===== config.mk =====
export PLATFORM = sky130hd
export DESIGN_NAME = key_event_encoder_flat
export DESIGN_NICKNAME = d
export VERILOG_FILES = /design/src/rtl/key_pkg.sv /design/src/rtl/key_event_encoder_if.sv /design/src/rtl/key_fifo.sv /design/src/rtl/key_event_encoder.sv /design/src/flat_wrapper.sv
export SDC_FILE = /design/constraint.sdc
export NUM_CORES = 1
export LEC_CHECK = 0
export CAP_MARGIN = 15
export CORE_MARGIN = 5
export CORE_UTILIZATION = 57
export DETAILED_ROUTE_END_ITERATION = 6
export PLACE_DENSITY = 0.78
export SETUP_SLACK_MARGIN = 0.02
export SYNTH_ARGS = -nofsm -noshare
export SYNTH_HDL_FRONTEND = slang
export SYNTH_SLANG_ARGS = --single-unit

===== constraint.sdc =====
create_clock -name CLK -period 3.2 [get_ports CLK]
set_input_delay 0.48 -clock CLK [delete_from_list [all_inputs] [get_ports CLK]]
set_output_delay 0.48 -clock CLK [all_outputs]
set_load 0.02 [all_outputs]

===== src/rtl/key_pkg.sv =====
// Shared definitions for the keypad event encoder: key codes, FSM states, raw-to-code map.
// Latency: none (types, constants and a pure function only).
// Backpressure: not applicable.
package key_pkg;

    typedef logic [3:0] key_code_t;

    localparam key_code_t KEY_0   = 4'h0;
    localparam key_code_t KEY_1   = 4'h1;
    localparam key_code_t KEY_2   = 4'h2;
    localparam key_code_t KEY_3   = 4'h3;
    localparam key_code_t KEY_4   = 4'h4;
    localparam key_code_t KEY_5   = 4'h5;
    localparam key_code_t KEY_6   = 4'h6;
    localparam key_code_t KEY_7   = 4'h7;
    localparam key_code_t KEY_8   = 4'h8;
    localparam key_code_t KEY_9   = 4'h9;
    localparam key_code_t KEY_ADD = 4'hA;
    localparam key_code_t KEY_SUB = 4'hB;
    localparam key_code_t KEY_MUL = 4'hC;
    localparam key_code_t KEY_DIV = 4'hD;
    localparam key_code_t KEY_EQ  = 4'hE;
    localparam key_code_t KEY_CLR = 4'hF;

    typedef enum logic [1:0] {
        IDLE     = 2'b00,
        DEBOUNCE = 2'b01,
        PRESSED  = 2'b10,
        RELEASE  = 2'b11
    } state_t;

    // Raw keypad position {row, column} to calculator key code.
    function automatic key_code_t keymap(input logic [3:0] raw);
        case (raw)
            4'h0:    keymap = KEY_0;
            4'h1:    keymap = KEY_1;
            4'h2:    keymap = KEY_2;
            4'h3:    keymap = KEY_3;
            4'h4:    keymap = KEY_4;
            4'h5:    keymap = KEY_5;
            4'h6:    keymap = KEY_6;
            4'h7:    keymap = KEY_7;
            4'h8:    keymap = KEY_8;
            4'h9:    keymap = KEY_9;
            4'hA:    keymap = KEY_ADD;
            4'hB:    keymap = KEY_SUB;
            4'hC:    keymap = KEY_MUL;
            4'hD:    keymap = KEY_DIV;
            4'hE:    keymap = KEY_EQ;
            default: keymap = KEY_CLR;
        endcase
    endfunction

endpackage


===== src/rtl/key_event_encoder_if.sv =====
// Key-event link from the encoder to the calculator FSM.
// Latency: none (wires only).
// Backpressure: consumer holds KEY_READY low to leave the head entry queued.
interface key_event_encoder_if;
    import key_pkg::*;

    key_code_t KEY_CODE;
    logic      KEY_VALID;
    logic      KEY_READY;
    logic      OVERFLOW;
    logic      CLR_OVF;
    logic      KEY_HELD;

    modport master (
        output KEY_CODE, KEY_VALID, OVERFLOW, KEY_HELD,
        input  KEY_READY, CLR_OVF
    );

    modport slave (
        input  KEY_CODE, KEY_VALID, OVERFLOW, KEY_HELD,
        output KEY_READY, CLR_OVF
    );
endinterface


===== src/rtl/key_fifo.sv =====
// Circular key-code queue with a registered head entry (zero when empty).
// Latency: a push is visible at the head output one cycle later.
// Backpressure: a push while full is dropped (ovf_set_o) unless a pop frees a slot that cycle.
module key_fifo
    import key_pkg::*;
#(
    parameter int DEPTH = 4
) (
    input  logic      clk,
    input  logic      rst_n,
    input  logic      push_i,
    input  key_code_t push_dat_i,
    input  logic      pop_i,
    output key_code_t head_o,
    output logic      empty_o,
    output logic      full_o,
    output logic      ovf_set_o
);
    localparam int PTR_W = (DEPTH > 1) ? $clog2(DEPTH) : 1;
    localparam logic [PTR_W:0] DEPTH_C = (PTR_W + 1)'(DEPTH);

    key_code_t        mem_q [DEPTH];
    logic [PTR_W-1:0] rd_ptr_q, rd_ptr_d;
    logic [PTR_W-1:0] wr_ptr_q, wr_ptr_d;
    logic [PTR_W:0]   count_q, count_d;
    key_code_t        head_q, head_d;
    logic             pop_ok, push_ok;

    assign empty_o   = (count_q == '0);
    assign full_o    = (count_q == DEPTH_C);
    assign pop_ok    = pop_i & ~empty_o;
    assign push_ok   = push_i & (~full_o | pop_ok);
    assign ovf_set_o = push_i & full_o & ~pop_ok;
    assign head_o    = head_q;

    // Pointer/count update and next head; a push into a queue that is empty
    // after this cycle's pop becomes the head directly.
    always_comb begin
        rd_ptr_d = rd_ptr_q + PTR_W'(pop_ok);
        wr_ptr_d = wr_ptr_q + PTR_W'(push_ok);
        count_d  = count_q + (PTR_W + 1)'(push_ok) - (PTR_W + 1)'(pop_ok);
        head_d   = mem_q[rd_ptr_d];
        if (count_d == '0) begin
            head_d = KEY_0;
        end else if (push_ok && (wr_ptr_q == rd_ptr_d)) begin
            head_d = push_dat_i;
        end
    end

    // Control state; storage contents need no reset since count gates them.
    always_ff @(posedge clk or negedge rst_n) begin
        if (!rst_n) begin
            rd_ptr_q <= '0;
            wr_ptr_q <= '0;
            count_q  <= '0;
            head_q   <= KEY_0;
        end else begin
            rd_ptr_q <= rd_ptr_d;
            wr_ptr_q <= wr_ptr_d;
            count_q  <= count_d;
            head_q   <= head_d;
        end
    end

    // Storage write.
    always_ff @(posedge clk) begin
        if (push_ok) begin
            mem_q[wr_ptr_q] <= push_dat_i;
        end
    end

endmodule


===== src/rtl/key_event_encoder.sv =====
// Synchronises and debounces keypad lines, encodes each press and queues it for the calculator.
// Latency: push DEBOUNCE_CYCLES cycles after the synchronised key-detect (2 sync cycles earlier).
// Backpressure: KEY_READY low holds entries; presses arriving into a full queue set OVERFLOW.
module key_event_encoder
    import key_pkg::*;
#(
    parameter int DEBOUNCE_CYCLES = 16,
    parameter int FIFO_DEPTH      = 4,
    parameter int CNT_W           = 5
) (
    input  logic                       CLK,
    input  logic                       RESET_N,
    input  logic                       D0,
    input  logic                       D1,
    input  logic                       Q0,
    input  logic                       Q1,
    input  logic                       OUT,
    key_event_encoder_if.master        key_if
);
    localparam logic [CNT_W-1:0] CNT_ONE  = CNT_W'(1);
    localparam logic [CNT_W-1:0] DEB_LAST = CNT_W'(DEBOUNCE_CYCLES);

    logic [4:0]       sync1_q, sync2_q;
    logic [3:0]       raw_s;
    logic             out_s;
    state_t           state_q, state_d;
    logic [CNT_W-1:0] cnt_q, cnt_d;
    logic [3:0]       cand_q, cand_d;
    logic             ovf_q, ovf_d;
    logic             push;
    logic             pop;
    logic             fifo_empty;
    logic             fifo_full_unused;
    logic             fifo_ovf_set;
    key_code_t        fifo_head;

    assign raw_s = sync2_q[4:1];
    assign out_s = sync2_q[0];

    // Two-flop synchronisers on {D1, D0, Q1, Q0, OUT}.
    always_ff @(posedge CLK or negedge RESET_N) begin
        if (!RESET_N) begin
            sync1_q <= '0;
            sync2_q <= '0;
        end else begin
            sync1_q <= {D1, D0, Q1, Q0, OUT};
            sync2_q <= sync1_q;
        end
    end

    // Press/release debounce: one push per accepted press, raw changes while held ignored.
    always_comb begin
        state_d = state_q;
        cnt_d   = cnt_q;
        cand_d  = cand_q;
        push    = 1'b0;
        case (state_q)
            IDLE: begin
                if (out_s) begin
                    cand_d  = raw_s;
                    cnt_d   = CNT_ONE;
                    state_d = DEBOUNCE;
                end
            end
            DEBOUNCE: begin
                if (!out_s) begin
                    state_d = IDLE;
                end else if (raw_s != cand_q) begin
                    cand_d = raw_s;
                    cnt_d  = CNT_ONE;
                end else if (cnt_q == DEB_LAST) begin
                    push    = 1'b1;
                    state_d = PRESSED;
                end else begin
                    cnt_d = cnt_q + CNT_ONE;
                end
            end
            PRESSED: begin
                if (!out_s) begin
                    cnt_d   = CNT_ONE;
                    state_d = RELEASE;
                end
            end
            RELEASE: begin
                if (out_s) begin
                    state_d = PRESSED;
                end else if (cnt_q == DEB_LAST) begin
                    state_d = IDLE;
                end else begin
                    cnt_d = cnt_q + CNT_ONE;
                end
            end
            default: state_d = IDLE;
        endcase
    end

    // Sticky overflow: a dropped press wins over a same-cycle clear.
    always_comb begin
        ovf_d = ovf_q;
        if (fifo_ovf_set) begin
            ovf_d = 1'b1;
        end else if (key_if.CLR_OVF) begin
            ovf_d = 1'b0;
        end
    end

    // FSM, counter, candidate and overflow registers.
    always_ff @(posedge CLK or negedge RESET_N) begin
        if (!RESET_N) begin
            state_q <= IDLE;
            cnt_q   <= '0;
            cand_q  <= '0;
            ovf_q   <= 1'b0;
        end else begin
            state_q <= state_d;
            cnt_q   <= cnt_d;
            cand_q  <= cand_d;
            ovf_q   <= ovf_d;
        end
    end

    assign pop = ~fifo_empty & key_if.KEY_READY;

    key_fifo #(
        .DEPTH (FIFO_DEPTH)
    ) u_fifo (
        .clk        (CLK),
        .rst_n      (RESET_N),
        .push_i     (push),
        .push_dat_i (keymap(cand_q)),
        .pop_i      (pop),
        .head_o     (fifo_head),
        .empty_o    (fifo_empty),
        .full_o     (fifo_full_unused),
        .ovf_set_o  (fifo_ovf_set)
    );

    assign key_if.KEY_CODE  = fifo_head;
    assign key_if.KEY_VALID = ~fifo_empty;
    assign key_if.OVERFLOW  = ovf_q;
    assign key_if.KEY_HELD  = (state_q == PRESSED) || (state_q == RELEASE);

endmodule


===== src/flat_wrapper.sv =====
// flat-port wrapper written by rule: the top's interface ports become plain ports
module key_event_encoder_flat import key_pkg::*;
#(
    parameter int DEBOUNCE_CYCLES = 16,
    parameter int FIFO_DEPTH      = 4,
    parameter int CNT_W           = 5
)
  (CLK, RESET_N, D0, D1, Q0, Q1, OUT, key_if_KEY_CODE, key_if_KEY_VALID, key_if_OVERFLOW, key_if_KEY_HELD, key_if_KEY_READY, key_if_CLR_OVF);
  key_event_encoder_if key_if_i ();
  input  logic CLK;
  input  logic RESET_N;
  input  logic D0;
  input  logic D1;
  input  logic Q0;
  input  logic Q1;
  input  logic OUT;
  output wire logic [$bits(key_if_i.KEY_CODE)-1:0] key_if_KEY_CODE;
  output wire logic [$bits(key_if_i.KEY_VALID)-1:0] key_if_KEY_VALID;
  output wire logic [$bits(key_if_i.OVERFLOW)-1:0] key_if_OVERFLOW;
  output wire logic [$bits(key_if_i.KEY_HELD)-1:0] key_if_KEY_HELD;
  input wire logic [$bits(key_if_i.KEY_READY)-1:0] key_if_KEY_READY;
  input wire logic [$bits(key_if_i.CLR_OVF)-1:0] key_if_CLR_OVF;
  assign key_if_KEY_CODE = key_if_i.KEY_CODE;
  assign key_if_KEY_VALID = key_if_i.KEY_VALID;
  assign key_if_OVERFLOW = key_if_i.OVERFLOW;
  assign key_if_KEY_HELD = key_if_i.KEY_HELD;
  assign key_if_i.KEY_READY = key_if_KEY_READY;
  assign key_if_i.CLR_OVF = key_if_CLR_OVF;
  key_event_encoder #(.DEBOUNCE_CYCLES(DEBOUNCE_CYCLES), .FIFO_DEPTH(FIFO_DEPTH), .CNT_W(CNT_W)) u_core (.CLK(CLK), .RESET_N(RESET_N), .D0(D0), .D1(D1), .Q0(Q0), .Q1(Q1), .OUT(OUT), .key_if(key_if_i));
endmodule

### Word-level counts from Yosys, hierarchy flattened

Memory sizes are Yosys's and may differ from the RTL's.
Cells that the tools add are included.

* bits in registers: 33
* bits in writable memories: 16
* memory bits (read-only): 64
* input port bits: 9
* output and inout bits: 7
* word-level logic and storage cells: 80
* memories: 2

* add/sub/neg operators: 5
* eq/ne operators: 15
* multiplexer cells: 29
* bitwise logic cells: 9
* reductions and logical operators: 10

Memory list
* (no name shown): words 16, width 4, rd ports 1, clocked after memory_dff 0, write ports 0, RTL line key_pkg.sv:34 `case (raw)`
* u_core.u_fifo.mem_q: words 4, width 4, rd ports 1, clocked after memory_dff 0, write ports 1, RTL line key_fifo.sv:22 `key_code_t mem_q [DEPTH];`

Operator list (count)
* two-way mux 5 bit: 6
* two-way mux 4 bit: 5
* one-hot mux 5 bit (4 select lines): 1
* two-way mux 2 bit: 7
* two-way mux 1 bit: 8
* one-hot mux 2 bit (4 select lines): 1
* one-hot mux 4 bit (2 select lines): 1
* AND reduction 4 bit: 2
* logical NOT 3 bit: 2
* inequality test 2 x 1 -> 1 bit (second input constant): 3
* inequality test 3 bit (second input constant): 2
* adder 5 x 1 -> 5 bit (second input constant): 1
* bitwise AND 1 bit: 5
* equality test 5 bit (second input constant): 1
* AND reduction 5 bit: 1
* adder 2 x 1 -> 2 bit: 2
* equality test 2 bit (second input constant): 2
* inequality test 2 bit (second input constant): 2
* inequality test 4 bit: 1
* nonzero test 2 bit: 2
* adder 3 x 1 -> 3 bit: 1
* equality test 3 bit (second input constant): 1
* inequality test 3 x 1 -> 1 bit (second input constant): 1
* inverter 1 bit: 3
* 7 further kinds: 7

### Logic depth before layout (Yosys ltp)

Gate-level depths: netlist of run 1.

* depth after elaboration: 10
* gate-level depth with buffers: 14

### Cells and area by module

A second synthesis of run 1 with hierarchy kept.

* cell total of the unflattened synthesis: 169
* area, all modules: 2197.1 um^2

By module, submodules not included
* key_fifo: times used 1, cells an instance 64, area each 1138.6 um^2, seq. area each 755.7 um^2
* key_event_encoder: times used 1, cells an instance 105, area each 1058.5 um^2, seq. area each 550.5 um^2

### Worst setup path before layout of run 1

No wires, ideal clock.

* kind: flip-flop to flip-flop
* start: reg u_core.cnt_q[0]
* end: reg u_core.u_fifo.head_q[0] (netlist: u_core.u_fifo.head_o[0])
* library setup time: 0.139 ns
* arrival time: 2.822 ns
* required time: 3.061 ns
* path slack: 0.239 ns
* cell stages (with the launch flop): 15
* period minus slack after synthesis: 2.961 ns
* cells stage by stage: dfrtp_1 inv_1 ha_1 and4bb_2 clkbuf_2 and2_1 nand4_2 ha_1 inv_1 ha_1 fa_1 xnor2_1 xnor2_1 nor3_1 a21oi_1

* cells in the longest elaborated chain, start to end: 10
* elaborated cells between the ends (all ways): 12
* classes of those cells: add/sub: 2; eq/ne: 1; mux: 6; bitwise: 1; reduce/logical: 2

Ends and longest elaborated chain
* start: declaration: RTL line key_event_encoder.sv:27 `logic [CNT_W-1:0] cnt_q, cnt_d;`
* start signal: assignment: RTL line key_event_encoder.sv:116 `cnt_q <= cnt_d;`
* equality test 5 bit: RTL line key_event_encoder.sv:71 `end else if (cnt_q == DEB_LAST) begin`
* two-way mux 1 bit: RTL line key_event_encoder.sv:71
* two-way mux 1 bit: RTL line key_event_encoder.sv:68 `end else if (raw_s != cand_q) begin`
* two-way mux 1 bit: RTL line key_event_encoder.sv:66 `if (!out_s) begin`
* two-way mux 1 bit: RTL line key_event_encoder.sv:57 `case (state_q)`
* bitwise AND 1 bit: RTL line key_fifo.sv:32 `assign push_ok = push_i & (~full_o | pop_ok);`
* adder 3 x 1 -> 3 bit: RTL line key_fifo.sv:41 `count_d = count_q + (PTR_W + 1)'(push_ok) - (PTR_W + 1)'(pop_ok);`
* subtractor 3 x 1 -> 3 bit: RTL line key_fifo.sv:41
* named net u_core.u_fifo.count_d[2]: RTL line key_fifo.sv:25 `logic [PTR_W:0] count_q, count_d;`
* logical NOT 3 bit: RTL line key_fifo.sv:43 `if (count_d == '0) begin`
* two-way mux 4 bit: RTL line key_fifo.sv:43
* named net u_core.u_fifo.head_d[0]: RTL line key_fifo.sv:26 `key_code_t head_q, head_d;`
* end signal: assignment: RTL line key_fifo.sv:56 `head_q <= KEY_0;`
* end signal: assignment: RTL line key_fifo.sv:61 `head_q <= head_d;`
* end: declaration: RTL line key_fifo.sv:26

The timed path passes the listed nets, and every way through them passes these cells.
A chain may end at the register's enable or synchronous reset.

### Worst setup path after layout of run 1

Ends and elaborated chain as after synthesis.

==> results of run 1 <==
-- state kept, by name, indices dropped and copies added, names as in the netlist, named ones only --
register                cells
u_core.u_fifo.mem_q        16
u_core.u_fifo.head_o        4
u_core.cnt_q                5
u_core.u_fifo.rd_ptr_q      2
u_core.key_if.OVERFLOW      1
u_core.u_fifo.count_q       3
u_core.sync2_q              5
u_core.u_fifo.wr_ptr_q      2
u_core.sync1_q              5
u_core.cand_q               4
u_core.state_q              1
-- layout make-up --
cell class / instances / area share
timing repair buffer: 21 / 0.0782
clock buffer: 6 / 0.0291
sequential: 49 / 0.524
clock inverter: 2 / 0.0135
inverter: 11 / 0.0165
multi-input combinational: 97 / 0.315
tap: 48 / 0.0240
-- path summary, 6_finish.rpt --
check / startpoint / endpoint / slack (ps) / cells past startpoint
max in group asynchronous: RESET_N / u_core.cand_q[2] / 2310 / 2
max reg2reg: u_core.cnt_q[0] / u_core.u_fifo.head_o[0] / 190 / 14
max: u_core.cnt_q[0] / u_core.u_fifo.head_o[0] / 190 / 14
min reg2reg: u_core.sync1_q[4] / u_core.sync2_q[4] / 350 / 0
min in group asynchronous: RESET_N / u_core.u_fifo.rd_ptr_q[1] / 580 / 2
min: u_core.sync1_q[4] / u_core.sync2_q[4] / 350 / 0
-- logic make-up after synthesis --
family / count (synthesis) / synth area share
flops: 49 / 0.607
simple gates: 51 / 0.139
mux: 5 / 0.0465
fa+ha+maj: 7 / 0.0442
compound gates: 23 / 0.0739
xor+xnor: 11 / 0.0518
buf+inv: 19 / 0.0372
-- metrics by stage --
stage          utilization  hold WS, ps  power (W)  setup slack [ps]
2_1_floorplan            -          184    0.00117               239
3_3_place_gp         0.645          332    0.00132              67.9
3_5_place_dp         0.645          336    0.00135              -109
4_1_cts              0.676          355    0.00176               144
5_1_grt              0.682          359    0.00189              27.5
6_report             0.682          352    0.00179               194
-- metal layers --
layer	vias up	part of all wire	track usage
li1	632	-	-
met1	651	0.42	0.190
met2	52	0.49	0.265
met3	13	0.063	0.0505
met4	0	0.027	0.0856
met5	-	0	0
-- cells in the mapped netlist, types with 4 or more instances --
| cell | count | area share |
|---|---|---|
| a21oi_1 | 7 | 0.016 |
| dfrtp_1 | 33 | 0.38 |
| edfxtp_1 | 16 | 0.22 |
| ha_1 | 6 | 0.035 |
| inv_1 | 11 | 0.019 |
| mux4_2 | 4 | 0.042 |
| nand2_1 | 18 | 0.031 |
| nand3_1 | 4 | 0.0093 |
| nand4_1 | 5 | 0.015 |
| nor3_1 | 5 | 0.012 |
| o31ai_1 | 4 | 0.014 |
| xnor2_1 | 4 | 0.016 |
| xor2_1 | 6 | 0.024 |
-- worst max-delay path, delay by kind of cell (launching register included) --
| kind | cells | cell delay [ps] |
|---|---|---|
| fa+ha+maj | 4 | 1080 |
| simple gates | 4 | 680 |
| flops | 1 | 450 |
| xor+xnor | 2 | 320 |
| buf+inv | 3 | 300 |
| compound gates | 1 | 40 |
-- report_power, final --
group          total [W]  switching (W)  internal (W)
Clock           0.000412       0.000182      0.000231
Combinational   0.000595       0.000288      0.000307
Sequential      0.000783      0.0000557      0.000727
-- timing repair --
| item | CTS | global route |
|---|---|---|
| endpoints found under the setup margin | 4 | 4 |
| setup buffers | 1 | 0 |
| resized for setup | 1 | 5 |
| hold endpoints to repair | 0 | 0 |
| pin swaps | 0 | 1 |
==> summary.txt, run 1 <==
final setup violating endpoints = 0
Slew Limit Headroom = 0.572
TritonCTS Sinks = 49
H-tree depth = 2
FILL cells = 263
max-slew violations = 0
Seq/Total Area, Yosys = 0.607
status = finished clean
number of remaining DRC errors = 0
Synth cell types = 43
Setup crit end kind = flop
most frequent cells in the layout = 31 x dfrtp_1, 18 x nand2_1, 16 x edfxtp_1
number of flops mapped to enable cells by yosys = 16
Async SR Flop Fraction = 0.673
HPWL Detailed = 2750 um
commonest non-fill, non-tap cell in the layout = dfrtp_1
worst vdd ir = 0.373 mV
post-cts hold buffer count = 0
# rows = 22
width of the die = 71.4 um
Leakage = 1.02 nW
syn_nets = 181
final setup TNS = 0 ps
max cap viols = 0
Most used DFF post-synth = dfrtp_1
wire per inst = 15.9 um
Iteration-0 DRC Markers = 76
vias = 1348
Worst Skew = 4.42 ps
Clock Latency Late Sink = 290 ps
remaining antenna violation count = 0
Routed WL = 3730 um
Worst-Margin Slew = 640 ps
core region area = 3660 um2
clock-pin slew on the worst setup and hold paths = 80 ps
Period minus WS final = 3010 ps
routed vias/inst = 5.76
Initial Utilization = 0.587
post-synthesis register bit count = 49
Routability Congestion = 0.871
number of I/O pins = 16
Final nets = 201
worst path cell trace = inv_1, ha_1, and4bb_2, and2_2, nand4_2, ha_1, inv_1, ha_1, fa_1, xnor2_2, xnor2_2, nor3_2, buf_4, a21oi_1
Synth Warn # = 0
post-synthesis instance area = 2150 um2
ant diodes = 0
number of CTS-inserted buffers = 5
Pwr Density = 717 nW/um2
cell mode on critical path = ha_1
placed cell count = 225
Die Ht = 71.4 um
Seq. cell area = 1310 um2
Overall Global Routing Usage = 0.162
Syn Area/Cell = 13.0 um2
DRT Pass-1 Iters = 4
slowest cell on the critical path = dfrtp_2
Mapped Cells = 165
CP Data Required Time = 3370 ps
die footprint = 5100 um2
Placed Area = 2360 um2
first-pass GRT wire length = 6330 um
HP Class = flop to flop
RSZ-0062 raised after global routing = no
number of global-route vias before repair = 1403
Tcrit/Tclk final = 0.939
fin area = 2500 um2
Startpoint Class = flop
largest net degree at the start of global routing = 34
gr ovfl total = 0
CTS Buffer Depth = 2
CTS root buffer = clkbuf_8
Area Overhead vs Synth = 16.1%
TritonCTS clock tree = built
Fin. Hold Viols = 0
Setup CP Type = flop to flop
antenna violations before repair = 0
maximum operating frequency = 0.333 GHz
Crit Path Max Fanout = 6
port buffer count = 15
CP max stage delay = 450 ps
Finished Layout Cells = 234
Multi-input gate area = 786 um2
share of layout cells above drive strength 1 = 0.156
Critical Path AT = 3170 ps
Power figures use the tool's default switching activity.
==> inputs of run 2 (changes only) <==
- CORE_UTILIZATION: 57 -> 40
- PLACE_DENSITY: 0.78 -> 0.57
==> summary.txt, run 2 (synthesis results as in run 1) <==
number of remaining DRC errors = 0
TritonCTS clock tree = built
Clock Latency Late Sink = 300 ps
Startpoint Class = flop
RSZ-0062 raised after global routing = no
number of global-route vias before repair = 1386
Tcrit/Tclk final = 0.932
final setup TNS = 0 ps
max cap viols = 0
Period minus WS final = 2980 ps
worst vdd ir = 0.255 mV
Placed Area = 2390 um2
core region area = 5170 um2
wire per inst = 15.5 um
first-pass GRT wire length = 6840 um
Critical Path AT = 3160 ps
Overall Global Routing Usage = 0.126
max reg flops = 16
maximum operating frequency = 0.335 GHz
Crit Path Max Fanout = 7
die footprint = 6940 um2
HPWL Detailed = 2940 um
Area Overhead vs Synth = 17.9%
port buffer count = 15
width of the die = 83.3 um
post-cts hold buffer count = 0
remaining antenna violation count = 0
Finished Layout Cells = 255
Slew Limit Headroom = 0.536
Setup WS post-layout = 217 ps
# rows = 26
Iteration-0 DRC Markers = 91
CTS Buffer Depth = 2
Setup CP Type = flop to flop
Routability Congestion = 0.825
vias = 1327
Routed WL = 3940 um
Largest Register = u_core.u_fifo.mem_q
number of I/O pins = 16
Power Total = 0.00186 W
most frequent cells in the layout = 32 x dfrtp_1, 18 x nand2_1, 16 x edfxtp_1
gr ovfl total = 0
Worst Skew = 5.63 ps
commonest non-fill, non-tap cell in the layout = dfrtp_1
postcts setup bufs = 0
CTS root buffer = clkbuf_8
pre-CTS setup slack = -43.0 ps
Final nets = 200
ant diodes = 0
final setup violating endpoints = 0
clock-pin slew on the worst setup and hold paths = 80 ps
largest net degree at the start of global routing = 34
Worst-Margin Slew = 694 ps
Pwr Density = 734 nW/um2
Setup crit end kind = flop
Fin. Hold Viols = 0
CP Data Required Time = 3380 ps
status = finished clean
routed vias/inst = 5.20
Leakage = 1.03 nW
placed cell count = 247
Die Ht = 83.3 um
fin area = 2540 um2
H-tree depth = 2
antenna violations before repair = 0
DRT Pass-1 Iters = 4
share of layout cells above drive strength 1 = 0.146
number of CTS-inserted buffers = 5
HP Class = flop to flop
TritonCTS Sinks = 49
max-slew violations = 0
Initial Utilization = 0.416
run 2: cell count changes in the layout (fill, tap and decap cells not counted), sizes merged:
cell	change
buf	-1
bufinv	+1
clkbuf	-1
run 2: layer usage:
metal | up-vias | track usage | wire length (um)
li1 | 632 | - | -
met1 | 656 | 0.161 | 1770
met2 | 32 | 0.203 | 1910
met3 | 7 | 0.0376 | 200
met4 | 0 | 0.0446 | 65
met5 | - | 0 | 0
run 2: final cells by class:
class | count | area, um2
Clock buffer | 5 | 68.8
Clock inverter | 3 | 65.1
Fill cell | 438 | 2640
Inverter | 11 | 41.3
Multi-Input combinational cell | 97 | 778
Sequential cell | 49 | 1310
Tap cell | 70 | 87.6
Timing Repair Buffer | 20 | 188
run 2: power by group:
group	internal [W]	total [W]	switching (W)
registers	0.000727	0.000782	0.0000552
clock network	0.000310	0.000507	0.000197
logic	0.000291	0.000572	0.000281
run 2: worst paths after layout:
path	start	end	slack, ps	cells past startpoint
hold / removal	u_core.sync1_q[1]	u_core.sync2_q[1]	360	0
max in group asynchronous	RESET_N	u_core.cnt_q[0]	2300	2
setup / recovery	u_core.cnt_q[0]	u_core.u_fifo.head_o[3]	220	14
min in group asynchronous	RESET_N	u_core.u_fifo.rd_ptr_q[0]	570	2
setup reg to reg	u_core.cnt_q[0]	u_core.u_fifo.head_o[3]	220	14
hold reg to reg	u_core.sync1_q[1]	u_core.sync2_q[1]	360	0
run 2: repair_timing:
| action | CTS | global route |
|---|---|---|
| endpoints found under the hold margin | 0 | 0 |
| endpoints found under the setup margin | 0 | 4 |
| resized for setup | 0 | 5 |
run 2: critical path: stages (launching register included):
cell and delay [ps]:
dfrtp_2 450, inv_1 110, ha_1 150, and4bb_4 300, and2_4 190, nand4_2 80
ha_1 290, inv_1 40, ha_1 180, fa_1 410, xnor2_2 160, xnor2_1 140
nor3_1 150, buf_4 160, a21oi_1 40
run 2: per-stage QoR:
| stage | hold slack, ps | util |
|---|---|---|
| after floorplan | 184 | - |
| after global placement | 333 | 0.462 |
| after detailed placement | 344 | 0.462 |
| after CTS | 364 | 0.487 |
| after global routing | 370 | 0.490 |
| final | 358 | 0.490 |
==> inputs of run 3 (changes only) <==
- DONT_BUFFER_PORTS: unset -> 1
- PLACE_DENSITY: 0.57 -> 0.53
- RECOVER_POWER: unset -> 50
- SYNTH_HIERARCHICAL: unset -> 1
==> summary.txt, run 3 <==
Crit. path cell count = 13
slowest cell on the critical path = fa_2
Initial Utilization = 0.406
Leakage = 1.08 nW
vias = 1355
worst path cell trace = inv_1, ha_1, and4bb_1, nand2_1, nor2b_4, and2_4, or2_2, o21ai_1, ha_2, fa_2, nor3_4, and4b_4, a22o_1
Largest Register = u_core/u_fifo/mem_q
die footprint = 7080 um2
CP Capture Point = u_core/u_fifo/head_o[0]
Worst-Margin Slew = 1750 ps
R2R Path End = u_core/u_fifo/head_o[0]
CP max stage delay = 460 ps
antenna violations before repair = 0
worst vdd ir = 0.268 mV
Yosys top cell area share = 0.376
most frequent cells in the layout = 32 x dfrtp_1, 20 x nand2_1, 16 x edfxtp_1
r2r worst-path depth = 13
top-count cell post-synth = dfrtp_1
Period minus WS final = 3020 ps
CP bufs+invs = 1
Setup crit end kind = flop
Overall Global Routing Usage = 0.115
Fin. Hold Viols = 0
CTS root buffer = clkbuf_8
core region area = 5410 um2
Die Ht = 84.1 um
RR Startpoint = u_core/cnt_q[1]
Mapped Cells = 169
number of remaining DRC errors = 0
CP Data Required Time = 3390 ps
DRT Pass-1 Iters = 4
HP Start = D0
Startpoint Class = flop
Area contributors post-synth = dfrtp_1 38%, edfxtp_1 22%, mux4_2 4.1%
Critical Path Start = u_core/cnt_q[1]
post-synthesis instance area = 2200 um2
Synth Warn # = 6
number of flops mapped to enable cells by yosys = 16
Seq/Total Area, Yosys = 0.595
final setup TNS = 0 ps
CTS Buffer Depth = 2
wire per inst = 14.7 um
Synth cell types = 49
Clock Latency Late Sink = 300 ps
number of I/O pins = 16
share of layout cells above drive strength 1 = 0.215
Crit Path Max Fanout = 4
TritonCTS Sinks = 49
FF-to-FF setup slack = 180 ps
first-pass GRT wire length = 6490 um
Crit path max-delay family = simple AND/OR/NAND/NOR gates
largest net degree at the start of global routing = 34
area leader, netlist = dfrtp_1
Final nets = 205
TritonCTS clock tree = built
HP Class = primary input to flop
max-slew violations = 34
post-synthesis register bit count = 49
maximum operating frequency = 0.331 GHz
width of the die = 84.1 um
commonest non-fill, non-tap cell in the layout = dfrtp_1
Iteration-0 DRC Markers = 31
syn_nets = 184
ant diodes = 0
H-tree depth = 2
routed vias/inst = 5.15
clock-pin slew on the worst setup and hold paths = 90 ps
port buffer count = 0
Syn Area/Cell = 13.0 um2
Pwr Density = 701 nW/um2
status = finished with violations
Async SR Flop Fraction = 0.673
Most used DFF post-synth = dfrtp_1
Area Overhead vs Synth = 14.7%
RSZ-0062 raised after global routing = no
Setup CP Type = flop to flop
gr ovfl total = 0
Routability Congestion = 0.794
Slew Limit Headroom = -0.167
max reg flops = 16
final setup violating endpoints = 0
number of global-route vias before repair = 1349
Routed WL = 3880 um
commonest cells in the netlist = 33 x dfrtp_1, 20 x nand2_1, 16 x edfxtp_1, 7 x inv_1, 7 x nor2b_1
max cap viols = 1
Tcrit/Tclk final = 0.945
number of CTS-inserted buffers = 5
failing checks = capacitance limit, slew limit
HPWL Detailed = 2770 um
final core utilization = 0.466
FILL cells = 490
# rows = 27
Worst Skew = 6.98 ps
Critical Path AT = 3210 ps
remaining antenna violation count = 0
==> run 3: changes by cell type in the layout (fill, tap and decap cells not counted), sizes merged, moves of 4 or more <==
cell / before / now
clkdlybuf4s50: 15 / 0
a22o: 0 / 4
clkbuf: 5 / 10
buf: 5 / 14
nand2b: 1 / 5
a21oi: 7 / 1
nand4: 6 / 0
nor2: 2 / 6
nor2b: 1 / 7
==> run 3: cells by family after synthesis <==
| kind of cell | share of synthesized area |
|---|---|
| and+or+nand+nor | 0.172 |
| DFF | 0.595 |
| AOI/OAI and AO/OA | 0.0814 |
| buffers and inverters | 0.0222 |
| xor gates and xnor gates | 0.0461 |
| adders and majority gates | 0.0376 |
| muxes | 0.0461 |
==> run 3: worst min-delay path by stage <==
stage / endpoint / cells after the start
6_report: u_core/sync1_q[3] / 0
5_1_grt: u_core/sync1_q[0] / 0
4_1_cts: u_core/sync1_q[4] / 0
3_5_place_dp: u_core/u_fifo/count_q[0] / 0
3_3_place_gp: u_core/u_fifo/count_q[1] / 0
2_1_floorplan: asynchronous set/reset pin / 0
==> run 3: what timing repair did <==
action / CTS / global route
resized for setup: 0 / 10
setup endpoints to repair: 0 / 4
hold endpoints to repair: 33 / 0
setup buffers: 0 / 4
hold buffers: 2 / 0
==> run 3: area by class of cell <==
type,instances,area (um2),share of cell area
Sequential cell,49,1310,0.519
Clock buffer,6,72.6,0.0288
Tap cell,72,90.1,0.0357
Inverter,8,30.0,0.0119
Multi-Input combinational cell,107,877,0.348
Timing Repair Buffer,19,130,0.0516
Clock inverter,2,13.8,0.00546
==> run 3: stage by stage <==
stage / setup WS [ps] / cells / hold WS (ps) / cell area (um2) / power (W)
floorplan: 83.5 / 169 / 184 / 2200 / 0.00122
global placement: 143 / 249 / 186 / 2370 / 0.00131
detailed placement: 89.1 / 249 / 186 / 2370 / 0.00133
CTS: 52.5 / 259 / 191 / 2480 / 0.00171
global route: 5.83 / 263 / 174 / 2520 / 0.00189
finish: 176 / 263 / 203 / 2520 / 0.00177
==> run 3: where the power goes <==
part	leakage [nW]	switching [W]	internal, W	total (W)
registers	0.547	0.0000855	0.000729	0.000814
logic	0.483	0.000273	0.000324	0.000598
clock network	0.0456	0.000200	0.000156	0.000356
total	1.08	0.000559	0.00121	0.00177
==> run 3: per-layer routing <==
| layer | vias to the layer above | share of wire | GRT usage |
|---|---|---|---|
| met3 | 4 | 0.040 | 0.0316 |
| met4 | 0 | 0.0085 | 0.0395 |
| met5 | - | 0 | 0 |
| met2 | 26 | 0.49 | 0.181 |
| met1 | 679 | 0.46 | 0.152 |
| li1 | 646 | - | - |
==> run 3: worst reg2reg max path, cell delays in order (launching register included) <==
cell      delay (ps)
dfrtp_1          380
inv_1             70
ha_1             170
and4bb_1         210
nand2_1          130
nor2b_4           50
and2_4           160
or2_2            320
o21ai_1           90
ha_2             190
fa_2             460
nor3_4           210
and4b_4          240
a22o_1           220
